## src/rtl/apb_slave_regs.sv

```systemverilog
// apb_slave_regs: APB register slave with ID, CTRL, ERRCNT and SCRATCH0-4.
// Define APB_SLV_WAIT_EN to make CTRL.WAIT writable and insert wait states.
`ifndef PADDR_WIDTH
`define PADDR_WIDTH 32
`endif
`ifndef APB_DATA_WIDTH
`define APB_DATA_WIDTH 32
`endif

module apb_slave_regs #(
  parameter logic [`APB_DATA_WIDTH-1:0] ID_VALUE   = 32'hA5B2_0001,
  parameter logic [3:0]                 RESET_WAIT = 4'd0
) (
  input  logic                       hclk,
  input  logic                       hreset,
  input  logic                       psel,
  input  logic [`PADDR_WIDTH-1:0]    paddr,
  input  logic                       penable,
  input  logic                       pwrite,
  input  logic [`APB_DATA_WIDTH-1:0] pwdata,
  output logic [`APB_DATA_WIDTH-1:0] prdata,
  output logic                       pready,
  output logic                       pslverr
);

  typedef enum logic [1:0] {IDLE, WAIT, RESP} state_t;

  state_t                     state_q, state_d;
  logic [3:0]                 wait_cnt;
  logic [2:0]                 idx_q;
  logic                       wr_q;
  logic                       err_q;
  logic [3:0]                 ctrl_wait;
  logic [7:0]                 errcnt;
  logic [`APB_DATA_WIDTH-1:0] scratch [0:4];

  logic                       setup;
  logic [2:0]                 setup_idx;
  logic                       setup_err;
  logic [2:0]                 cur_idx;
  logic                       cur_wr;
  logic                       cur_err;
  logic                       commit;
  logic [`APB_DATA_WIDTH-1:0] rd_data;

  assign setup     = psel && !penable;
  assign setup_idx = paddr[4:2];
  assign setup_err = (paddr[1:0] != 2'b00) || (|paddr[`PADDR_WIDTH-1:5]) ||
                     (pwrite && (setup_idx == 3'd0 || setup_idx == 3'd2));

  // A zero-wait transfer responds straight out of IDLE, so the response path
  // must use the live setup decode there and the captured decode otherwise.
  assign cur_idx = (state_q == IDLE) ? setup_idx : idx_q;
  assign cur_wr  = (state_q == IDLE) ? pwrite    : wr_q;
  assign cur_err = (state_q == IDLE) ? setup_err : err_q;
  assign commit  = (state_q == RESP) && wr_q && !err_q;

  always_comb begin
    rd_data = '0;
    case (cur_idx)
      3'd0:    rd_data = ID_VALUE;
      3'd1:    rd_data = {{(`APB_DATA_WIDTH-4){1'b0}}, ctrl_wait};
      3'd2:    rd_data = {{(`APB_DATA_WIDTH-8){1'b0}}, errcnt};
      3'd3:    rd_data = scratch[0];
      3'd4:    rd_data = scratch[1];
      3'd5:    rd_data = scratch[2];
      3'd6:    rd_data = scratch[3];
      default: rd_data = scratch[4];
    endcase
  end

  always_comb begin
    state_d = state_q;
    case (state_q)
      IDLE: if (setup) state_d = (ctrl_wait == 4'd0) ? RESP : WAIT;
      WAIT: begin
        if (!psel)                             state_d = IDLE;
        else if (penable && wait_cnt == 4'd1) state_d = RESP;
      end
      RESP:    state_d = IDLE;
      default: state_d = IDLE;
    endcase
  end

  always_ff @(posedge hclk or posedge hreset) begin
    if (hreset) begin
      state_q  <= IDLE;
      wait_cnt <= 4'd0;
      idx_q    <= 3'd0;
      wr_q     <= 1'b0;
      err_q    <= 1'b0;
      pready   <= 1'b0;
      pslverr  <= 1'b0;
      prdata   <= '0;
    end else begin
      state_q <= state_d;
      if (state_q == IDLE && setup) begin
        wait_cnt <= ctrl_wait;
        idx_q    <= setup_idx;
        wr_q     <= pwrite;
        err_q    <= setup_err;
      end else if (state_q == WAIT && psel && penable) begin
        wait_cnt <= wait_cnt - 4'd1;
      end
      pready  <= (state_d == RESP);
      pslverr <= (state_d == RESP) && cur_err;
      prdata  <= (state_d == RESP && !cur_err && !cur_wr) ? rd_data : '0;
    end
  end

  always_ff @(posedge hclk or posedge hreset) begin
    if (hreset) begin
      errcnt <= 8'd0;
      for (int i = 0; i < 5; i++) scratch[i] <= '0;
    end else begin
      if (state_q == RESP && err_q && errcnt != 8'hFF) errcnt <= errcnt + 8'd1;
      if (commit) begin
        case (idx_q)
          3'd3:    scratch[0] <= pwdata;
          3'd4:    scratch[1] <= pwdata;
          3'd5:    scratch[2] <= pwdata;
          3'd6:    scratch[3] <= pwdata;
          3'd7:    scratch[4] <= pwdata;
          default: ;
        endcase
      end
    end
  end

`ifdef APB_SLV_WAIT_EN
  always_ff @(posedge hclk or posedge hreset) begin
    if (hreset)                        ctrl_wait <= RESET_WAIT;
    else if (commit && idx_q == 3'd1) ctrl_wait <= pwdata[3:0];
  end
`else
  // Without wait states CTRL.WAIT is hard zero and CTRL writes are dropped.
  logic unused_reset_wait;
  assign unused_reset_wait = ^RESET_WAIT;
  assign ctrl_wait = 4'd0;
`endif

endmodule

```

## config.mk

```make
export PLATFORM = sky130hd
export DESIGN_NAME = apb_slave_regs
export DESIGN_NICKNAME = d
export VERILOG_FILES = /design/src/rtl/apb_slave_regs.sv
export SDC_FILE = /design/constraint.sdc
export NUM_CORES = 1
export LEC_CHECK = 0
export ABC_CLOCK_PERIOD_IN_PS = 14040
export BUFFER_PORTS_ARGS = -buffer_cell sky130_fd_sc_hd__clkbuf_2
export CAP_MARGIN = 20
export CORE_MARGIN = 3
export CORE_UTILIZATION = 65
export CTS_BUF_LIST = sky130_fd_sc_hd__clkbuf_8
export DETAILED_ROUTE_END_ITERATION = 6
export GPL_TIMING_DRIVEN = 0
export PLACE_DENSITY = 0.95
export SETUP_SLACK_MARGIN = 0.1
export SYNTH_ARGS = -nofsm -noshare
export SYNTH_HDL_FRONTEND = slang
export SYNTH_SLANG_ARGS = --single-unit
```

## constraint.sdc

```tcl
create_clock -name hclk -period 14.04 [get_ports hclk]
set_input_delay 3.51 -clock hclk [delete_from_list [all_inputs] [get_ports hclk]]
set_output_delay 3.51 -clock hclk [all_outputs]
set_load 0.03 [all_outputs]
```

After elaboration in Yosys (flattened, before gate mapping)
Index checks and enable logic that the tools add are counted.
{"block": "op_classes", "reduce_logical": 31, "n_eq_ne": 17, "mux": 11, "n_addsub": 2}
{"operator": "one-hot mux 32 bit (7 select lines)", "n": 1}
{"operator": "two-way mux 32 bit", "n": 1}
{"operator": "OR reduction 27 bit", "n": 1}
{"operator": "equality test 3 bit, second input constant", "n": 7}
{"operator": "logical AND 1 bit", "n": 13}
{"operator": "equality test 3 x 2 -> 1 bit, second input constant", "n": 4}
{"operator": "AND reduction 2 bit", "n": 5}
{"operator": "adder 8 x 1 -> 8 bit, second input constant", "n": 1}
{"operator": "two-way mux 4 bit", "n": 2}
{"operator": "!= test 8 bit, second input constant", "n": 1}
{"operator": "logical NOT 3 bit", "n": 2}
{"operator": "two-way mux 2 bit", "n": 3}
{"operator": "equality test 2 bit, second input constant", "n": 2}
{"operator": "equality test 4 x 1 -> 1 bit, second input constant", "n": 1}
{"operator": "logical NOT 1 bit", "n": 4}
{"operator": "one-hot mux 2 bit (2 select lines)", "n": 1}
{"operator": "nonzero test 2 bit", "n": 2}
{"operator": "subtractor 4 x 1 -> 4 bit, second input constant", "n": 1}
{"operator": "equality test 3 x 1 -> 1 bit, second input constant", "n": 1}
{"operator": "logical OR 1 bit", "n": 3}
{"operator": "two-way mux 3 bit", "n": 1}
{"operator": "equality test 2 x 1 -> 1 bit, second input constant", "n": 1}
{"operator": "logical NOT 2 bit", "n": 1}
{"operator": "two-way mux 1 bit", "n": 2}
{"block": "word_totals", "reg_bits": 213, "elab_cells": 75, "out_inout_bits": 34}

Longest topological paths before layout
Gate-level depths: netlist (run 1).
{"block": "logic_depth", "ltp_word": 9, "ltp_mapped": 9}

Least setup slack after synthesis (run 1)
OpenSTA, ideal clock, no wires.
{"block": "synth_timing", "path_kind": "input to register", "startpoint": "in paddr[22]", "endpoint": "reg prdata[19]", "setup_slack_ns": 9.211, "arrival_ns": 4.729, "path_buffers": 1, "t_required_ns": 13.940, "setup_time_ns": 0.100, "cell_stages": 6, "cell_sequence": "nor4_1 o311ai_0 nor4_1 o21ai_1 buf_1 a311oi_1"}
{"block": "synth_between", "elab_chain_len": 8}
{"element": "start: declaration", "line_no": "17", "text": "input logic [`PADDR_WIDTH-1:0] paddr,"}
{"element": "OR reduction 27 bit", "line_no": "48", "text": "assign setup_err = (paddr[1:0] != 2'b00) || (|paddr[`PADDR_WIDTH-1:5]) ||"}
{"element": "logical OR 1 bit (2 in a row)", "line_no": "48"}
{"element": "two-way mux 1 bit", "line_no": "55", "text": "assign cur_err = (state_q == IDLE) ? setup_err : err_q;"}
{"element": "logical NOT 1 bit", "line_no": "107", "text": "prdata <= (state_d == RESP && !cur_err && !cur_wr) ? rd_data : '0;"}
{"element": "logical AND 1 bit (2 in a row)", "line_no": "107"}
{"element": "two-way mux 32 bit", "line_no": "107"}
{"element": "end signal: assignment", "line_no": "107"}
{"element": "end: declaration", "line_no": "21", "text": "output logic [`APB_DATA_WIDTH-1:0] prdata,"}
No other way between the ends.
A chain may end at the register's enable or synchronous reset.

Final worst setup path (run 1)
{"block": "layout_timing", "startpoint": "in paddr[5]", "endpoint": "reg prdata[27]"}
The elaborated chain is that of the path after synthesis.

==> flow_results.org, run 1 <==
** Power and ir drop
- Internal power comes to 0.971 mW.
- Largest voltage drop on the vdd net :: 0.0000743 V
- Switching power :: 0.348 mW
- Power per cell area :: between 100 and 150 nW/µm²
- Clock group share of total power :: 38.3%
- The share of total power dissipated in combinational logic is a little over a tenth.
- In this run the static leakage power is between 5 and 6 nW.
- In this run switching power makes up 26.4% of total power.
- Part of the total power dissipated in sequential elements :: 51.1%

** Global routing
- Final global-route overflow total :: 0
- The first global-routing pass estimated between 30 and 40 mm of wire.
- Global-route total usage across every layer :: 30.6%
- The number of global-route vias before repair came to 7494.
- Entering global routing, the biggest net connects 119 pins.
- Number of antenna violations at the first check in global routing :: 0

** Yosys
- Fraction of synthesis flops using an asynchronous set or reset pin :: 100%
- Summing every instance area after synthesis gives roughly 9400 µm².
- Yosys attributes the largest share of cell area to dfrtp_1, mux2_2, nand2_1, o21ai_0, a22o_1.
- Synthesis produced a netlist with a net count of 799.
- Cell type contributing the most total cell area after synthesis :: dfrtp_1
- Fraction of the yosys area taken by sequential cells :: between 50% and 60%
- Library cells used by synthesis :: between 50 and 60
- Counting flops with a built-in enable in the synthesized netlist gives 0.
- Number of instances in the synthesized netlist :: 727
- Synthesized area per cell :: 12.9 µm²
- Warnings from Yosys :: 0
- Predominant post-synthesis flop cell :: dfrtp_1
- Summed over its instances, the top area cell type makes up between 50% and 60% of the synthesized netlist area.
- Synthesis inferred 213 register bits.

** Floorplan
- 103 I/O pins were placed.
- Core area :: 14000 µm²
- The floorplan step set the die width to 126 µm.
- Row Count :: 43
- Measured along the y axis, the die boundary spans 126 µm.
- The initial utilization of the core area, before any placement, comes to 67.1%.
- Die area :: 15900 µm²

** Clock tree
- Number of sinks on the clock net :: roughly 210
- The H-tree was split into 2 levels.
- The tree is rooted in a clkbuf_8.
- In this run the post-CTS setup repair buffer count came out at 0.
- After clock tree synthesis, the clock-pin slew on the worst setup and hold paths is 0.06 ns.
- Post-cts gate resize count :: 0
- Clock buffers created by TritonCTS :: 35
- Number of hold-repair buffers added at the cts stage :: 0
- Number of buffers on the longest clock path :: 3
- Clock latency on the worst-skew pair, taken at its later pin, is around 0.52 ns.
- TritonCTS clock tree :: yes

** Hold path
- In this run the most critical hold path is launched from scratch[151]$_DFFE_PP0P_.
- Type of the tightest min-delay check :: reg2reg
- Hold path cells :: 1
- The path with the worst hold slack has its endpoint at scratch[151]$_DFFE_PP0P_.

** Drt
- The first detailed-routing pass ran for 6 iterations.
- Drt wl/cell :: 22.9 µm
- Vias per cell :: 6.54
- Count of routing violations after the opening detailed-route iteration :: around 670
- For this run, design rule violations remaining after detail routing come to 0.
- For this block, the via count after detailed routing is 6995.
- In this run the remaining antenna-violating nets after routing total 0.
- Wirelength, routed :: roughly 24 mm

** Timing
- Setup violations remaining at the end of the flow were counted as 0.
- Share of the clock period used by the worst path after layout :: 36.8%
- Final worst path period need :: 5.16 ns
- Timing-limited maximum frequency :: about 190 MHz
- Least-Margin Pin Slew :: 0.870 ns
- The final hold violation count came to 0.
- Headroom to the max-slew limit came out at 42.0%.
- The worst path meets setup with 8.88 ns of slack.
- Setup repair after global routing left no endpoint under its margin.
- Aggregate negative setup slack :: 0 ns
- The clock arrives with 0.0312 ns of skew.
- The number of slew-limit violations in the final report was 0.

** Placed design
- Detail Placement HPWL :: 15.6 mm
- GPL Wtd Cong :: between 0.8 and 0.9
- Before CTS, the worst setup slack after placement is approximately 8.5 ns.
- Port Buffers :: 102

** Cells and area
- Summing all multi-input logic gate instances after layout gives 3770 µm².
- Across the whole layout, storage elements account for 5330 µm².
- Number of diodes :: 0
- The area growth from synthesis to layout is 15.0%.
- In the final layout, the share of cells above drive strength 1 is approximately 40%.
- Count of fill cells added during filler insertion :: 765
- Number of nets in the final layout :: 939

** Run
- Max-cap violations :: 0

** Setup path
- Crit Path Category :: in2reg
- STA puts the critical path data arrival time at 5.55 ns.
- Along the worst path, the maximum fanout reaches 10.
- WP data required :: 14.43 ns
- Sort of element at the start of the critical path :: input port
- The startpoint identified for the worst register-to-register timing path is state_q[0]$_DFF_PP0_.
- The worst register-to-register path has a depth of 7.
- The worst setup path is captured at a flip-flop.
- Internal reg-to-reg setup slack :: 11.36 ns
- RR Endpoint :: prdata[13]$_DFF_PP0_

** Outcome
- Run status :: finished, final reports clean
-- synth_stat cells (2+ instances only) --
| master | number |
|---|---|
| a211oi_1 | 2 |
| a21o_1 | 3 |
| a21oi_1 | 3 |
| a222oi_1 | 2 |
| a22o_1 | 17 |
| a22oi_1 | 10 |
| a311oi_1 | 14 |
| a32oi_1 | 3 |
| and3_1 | 3 |
| and3b_1 | 2 |
| buf_2 | 23 |
| buf_4 | 2 |
| buf_6 | 4 |
| clkbuf_1 | 17 |
| dfrtp_1 | 213 |
| ha_1 | 3 |
| inv_1 | 6 |
| mux2_2 | 165 |
| mux2i_1 | 3 |
| nand2_1 | 52 |
| nand3_1 | 20 |
| nand4_1 | 10 |
| nor2_1 | 36 |
| nor2b_1 | 2 |
| nor3_1 | 2 |
| nor3_2 | 3 |
| nor4_1 | 9 |
| o2111a_1 | 5 |
| o211a_1 | 9 |
| o211ai_1 | 3 |
| o21a_1 | 7 |
| o21ai_0 | 35 |
| o21ai_1 | 3 |
| o311ai_0 | 2 |
| o31ai_1 | 3 |
| or2_2 | 2 |
| xnor2_1 | 7 |
| xor2_1 | 2 |
-- metal layers --
| layer | global-route usage, % | vias to the layer above | share of wire, % |
|---|---|---|---|
| met5 | 0 | - | 0 |
| met4 | 16.5 | 0 | 5.1 |
| met3 | 6.45 | 127 | 8.3 |
| met2 | 50.0 | 443 | 49 |
| met1 | 38.4 | 3471 | 37 |
| li1 | - | 2954 | - |
-- worst max path at each step --
stage	from	slack, ns	depth (start not counted)	to
final	paddr[5]	8.88	7	prdata[27]$_DFF_PP0_
after global routing	paddr[26]	8.78	7	prdata[27]$_DFF_PP0_
after CTS	paddr[22]	8.92	7	prdata[27]$_DFF_PP0_
after detailed placement	paddr[22]	8.47	7	prdata[27]$_DFF_PP0_
after global placement	hreset	2.69	2	prdata[22]$_DFF_PP0_
after floorplan	hreset	4.71	1	err_q$_DFFE_PP0P_
-- stage by stage --
| step | utilization, % | instance area (µm²) | power (mW) | hold WS [ns] | cells |
|---|---|---|---|---|---|
| 6_report | 77.2 | 10800 | 1.32 | 0.501 | 1069 |
| 5_1_grt | 77.2 | 10800 | 1.36 | 0.510 | 1069 |
| 4_1_cts | 77.2 | 10800 | 1.32 | 0.495 | 1069 |
| 3_5_place_dp | 72.6 | 10200 | 0.818 | 0.477 | 1010 |
| 3_3_place_gp | 72.3 | 10100 | 0.808 | 0.463 | 1009 |
| 2_1_floorplan | - | 9380 | 0.766 | 0.453 | 727 |
-- kinds of logic (layout without fill, tap and decap cells) --
group           count (synthesis)  after routing  share of synthesized area, %
flops                         213            213                          56.8
mux                           170            170                          20.4
simple gates                  150            150                          8.21
compound gates                128            128                          10.4
buf+inv                        54            216                          2.99
xor+xnor                        9              9                         0.840
fa+ha+maj                       3              3                         0.400
-- layout by cell type, fill, tap and decap left out, types with 17 or more instances in the layout --
| cell type | synthesis | routed |
|---|---|---|
| o21ai_0 | 35 | 35 |
| nand2_1 | 52 | 52 |
| nor2_1 | 36 | 36 |
| clkbuf_8 | 0 | 38 |
| buf_2 | 23 | 23 |
| dfrtp_1 | 213 | 213 |
| a22o_1 | 17 | 17 |
| clkbuf_1 | 17 | 17 |
| inv_1 | 6 | 21 |
| mux2_2 | 165 | 165 |
| clkbuf_2 | 0 | 102 |
| nand3_1 | 20 | 20 |
-- power by group through the flow --
stage | clock network [mW] | registers (mW) | logic [mW]
3_5_place_dp | 0 | 0.683 | 0.135
3_3_place_gp | 0 | 0.680 | 0.128
6_report | 0.505 | 0.674 | 0.139
2_1_floorplan | 0 | 0.676 | 0.0901
5_1_grt | 0.536 | 0.677 | 0.151
4_1_cts | 0.506 | 0.673 | 0.138
-- critical path, stage by stage --
cell and delay [ns]:
clkbuf_2 0.09, nor4_1 0.35, nand4_1 0.19, nor4_1 0.39, o21ai_1 0.17, buf_1 0.41
a311oi_1 0.44
-- registers in the layout, indices dropped and copies added (netlist names) --
register	flops
state_q	2
idx_q	3
errcnt	8
scratch	160
wr_q	1
pready	1
err_q	1
prdata	32
pslverr	1
wait_cnt	4
-- area by class of cell --
cell class | instances | share of cell area, %
inverter | 6 | 0.278
buffer | 48 | 2.39
multi-input combinational | 460 | 35.0
sequential | 213 | 49.4
clock buffer | 38 | 4.85
tap | 180 | 2.09
timing repair buffer | 103 | 4.98
clock inverter | 21 | 1.08
(Power assumes the default switching activity.)
==> inputs of run 2 (changes only) <==
--- a/config.mk
+++ b/config.mk
@@ -5,15 +5,15 @@
 export SDC_FILE = /design/constraint.sdc
 export NUM_CORES = 1
 export LEC_CHECK = 0
-export ABC_CLOCK_PERIOD_IN_PS = 14040
+export ABC_CLOCK_PERIOD_IN_PS = 5000
 export BUFFER_PORTS_ARGS = -buffer_cell sky130_fd_sc_hd__clkbuf_2
 export CAP_MARGIN = 20
 export CORE_MARGIN = 3
-export CORE_UTILIZATION = 65
+export CORE_UTILIZATION = 61
 export CTS_BUF_LIST = sky130_fd_sc_hd__clkbuf_8
 export DETAILED_ROUTE_END_ITERATION = 6
 export GPL_TIMING_DRIVEN = 0
-export PLACE_DENSITY = 0.95
+export PLACE_DENSITY = 0.92
 export SETUP_SLACK_MARGIN = 0.1
 export SYNTH_ARGS = -nofsm -noshare
 export SYNTH_HDL_FRONTEND = slang
==> constraint.sdc (replaced) <==
create_clock -name hclk -period 5 [get_ports hclk]
set_input_delay 1.25 -clock hclk [delete_from_list [all_inputs] [get_ports hclk]]
set_output_delay 1.25 -clock hclk [all_outputs]
set_load 0.03 [all_outputs]
==> run 2 against run 1 <==
  * Sequential power rose to 2.8 times the previous value
  * Clock skew shrank 0.015 ns
  * Largest power group unchanged
  * Sequential share of layout area fell by 0.76 points
  * Critical endpoint is now prdata[25]$_DFF_PP0_
  * Critical path type unchanged
  * Combinational power rose to 2.9 times the previous value
  * Final cell count grew 1.1%
  * Count of clock-buffer cells in the layout rose by 7
  * Non-clock buffer count is 5 higher
  * Die area grew 6.2%
  * Cell area grew 1.6%
  * Critical path depth did not move
==> flow_results.org, run 2 (same netlist as run 1, synthesis figures left out) <==
** Outcome
- Run status :: finished, final reports clean

** Timing
- The worst pin sits at a relative slew slack of 45.8%.
- For this run, the top clock speed supported by timing is 360 MHz.
- Least-Margin Pin Slew :: 0.814 ns
- Final worst path period need :: 2.78 ns
- Aggregate negative setup slack :: 0 ns
- Dividing the final minimum period by the clock period gives 55.6%.
- Setup violations remaining at the end of the flow were counted as 0.
- Final worst clock skew :: 0.0162 ns
- Number of hold-slack violations in the final timing report :: 0
- Setup repair after global routing left no endpoint under its margin.
- Count of final max-slew check failures :: 0

** Floorplan
- For this configuration, the core starts out at a cell density of 63.4%.
- Die X :: ~130 µm
- The floorplan step defined a core boundary enclosing 14800 µm².
- Die area :: 16900 µm²
- Row Count :: 44
- Top-level I/O count :: 103
- Vertical extent of the die :: 130 µm

** Cells and area
- Of the cells placed in the final design, the portion with a size suffix greater than 1 is roughly two fifths.
- Number of diodes :: 0
- Most common cell after layout, fill and taps aside :: dfrtp_1
- Largest register FFs :: 160
- The final layout contains 944 nets.
- Counting flops per register, the top entry is scratch.
- Largest registers in the final layout :: scratch x160, prdata x32, errcnt x8
- In the layout the commonest cells are dfrtp_1, mux2_2, clkbuf_2, nand2_1, clkbuf_8.
- Post-synthesis to final-layout area growth :: 16.8%
- After the flow finishes, the layout carries non-filler instances totaling 1081.

** Drt
- The first TritonRoute pass finished after 6 iterations.
- In this run the remaining antenna-violating nets after routing total 0.
- Vias per cell :: 6.39
- Wirelength, routed :: 23.8 mm
- Vias :: 6911
- In the routed design, unresolved DRC markers number 0.
- For this block, the initial DRC count from the detailed router was 666.
- Drt wl/cell :: 22.0 µm

** Clock tree
- Gates resized during post-CTS repair numbered 0.
- The tree built by TritonCTS fans out to 213 sinks.
- The clock passes through at most 3 buffers.
- CTS H-tree depth :: 2
- Number of hold-repair buffers added at the cts stage :: 0
- The clock reaches the later pin of the worst-skew pair after 0.53 ns.
- TritonCTS built the clock tree.
- Buffers inserted during clock tree synthesis total 35.
- Post CTS Setup Buffer Count :: 0
- In this run the clock root is driven by a clkbuf_8.
- After clock tree synthesis, the clock-pin slew on the worst setup and hold paths is 0.06 ns.

** Hold path
- Type of the tightest min-delay check :: reg2reg

** Setup path
- The worst setup path is launched from an input port.
- Library cell appearing most often on the critical path :: nor4_1
- Among all stages on the critical path, the largest delay is contributed by a311oi_1.
- Biggest fanout along the worst timing path :: 10
- The worst setup path is captured at a flip-flop.
- Traced cell by cell, the critical path runs through clkbuf_2 -> nor4_1 -> o311ai_0 -> nor4_1 -> o21ai_1 -> buf_1 -> a311oi_1.
- The critical path is of the in2reg type.
- WP data required :: 5.39 ns
- Arrival time worst endpoint :: approximately 3.2 ns
- The largest single stage delay on the critical path is 0.41 ns.

** Power and ir drop
- Power per cell area :: 349 nW/µm²
- Static power due to leakage :: 5.17 nW
- VDD sags by at most 0.000238 V.

** Global routing
- The number of global-route vias before repair was 7277.
- Final global-route overflow total :: 0
- Wire length of the first global-routing pass :: 38.3 mm
- Entering global routing, the biggest net connects 42 pins.
- Global-route total usage across every layer :: 29.2%
- Number of antenna violations at the first check in global routing :: 0

** Placed design
- Count of placed standard cells including taps :: 1019
- Buffers placed on the I/O ports in this run total about 100.
- Once detailed placement completed, the half-perimeter wirelength came to 15.7 mm.
- GPL Wtd Cong :: 0.871

** Run
- Max-cap violations :: 0
run 2: worst paths after layout:
check	from	slack, ns	to	depth (start not counted)
setup / recovery	paddr[22]	2.22	prdata[25]$_DFF_PP0_	7
hold / removal	scratch[54]$_DFFE_PP0P_	0.50	scratch[54]$_DFFE_PP0P_	1
setup reg to reg	state_q[0]$_DFF_PP0_	2.39	prdata[29]$_DFF_PP0_	7
hold reg to reg	scratch[54]$_DFFE_PP0P_	0.50	scratch[54]$_DFFE_PP0P_	1
max in group asynchronous	hreset	3.43	errcnt[0]$_DFFE_PP0P_	4
min in group asynchronous	hreset	0.74	prdata[16]$_DFF_PP0_	2
run 2: final cells by class:
class | instances | area, µm²
Clock inverter | 17 | 93.8
Clock buffer | 45 | 619
Fill cell | 881 | 3850
Tap cell | 184 | 230
Multi-Input combinational cell | 460 | 3770
Sequential cell | 213 | 5330
Timing Repair Buffer | 108 | 631
Inverter | 6 | 26.3
Buffer | 48 | 258
run 2: critical path, delay by kind of cell:
| family | cells | cell delay (ns) |
|---|---|---|
| simple gates | 2 | 0.63 |
| compound gates | 3 | 0.81 |
| buf+inv | 2 | 0.48 |
run 2: layer usage:
metal  track usage, %  share of wire [%]  vias up
met5                0                  0        -
met4             13.0                3.8        0
met3             6.88                8.2       85
met2             47.3                 49      395
met1             37.8                 39     3462
li1                 -                  -     2969
run 2: stage by stage:
stage               cell area (µm²)  total power, mW  setup slack, ns  hold slack (ns)  util (%)
global placement              10100             2.27           -0.146            0.462      68.4
floorplan                      9390             2.15            0.980            0.453         -
detailed placement            10200             2.30             1.78            0.487      69.2
CTS                           11000             3.83             2.25            0.501      74.0
global route                  11000             3.96             2.00            0.513      74.0
finish                        11000             3.83             2.22            0.501      74.0
run 2: where the power goes:
group	switching (mW)	leakage (nW)	internal (mW)
logic	0.233	2.10	0.164
clock network	0.682	0.419	0.857
registers	0.0731	2.65	1.82
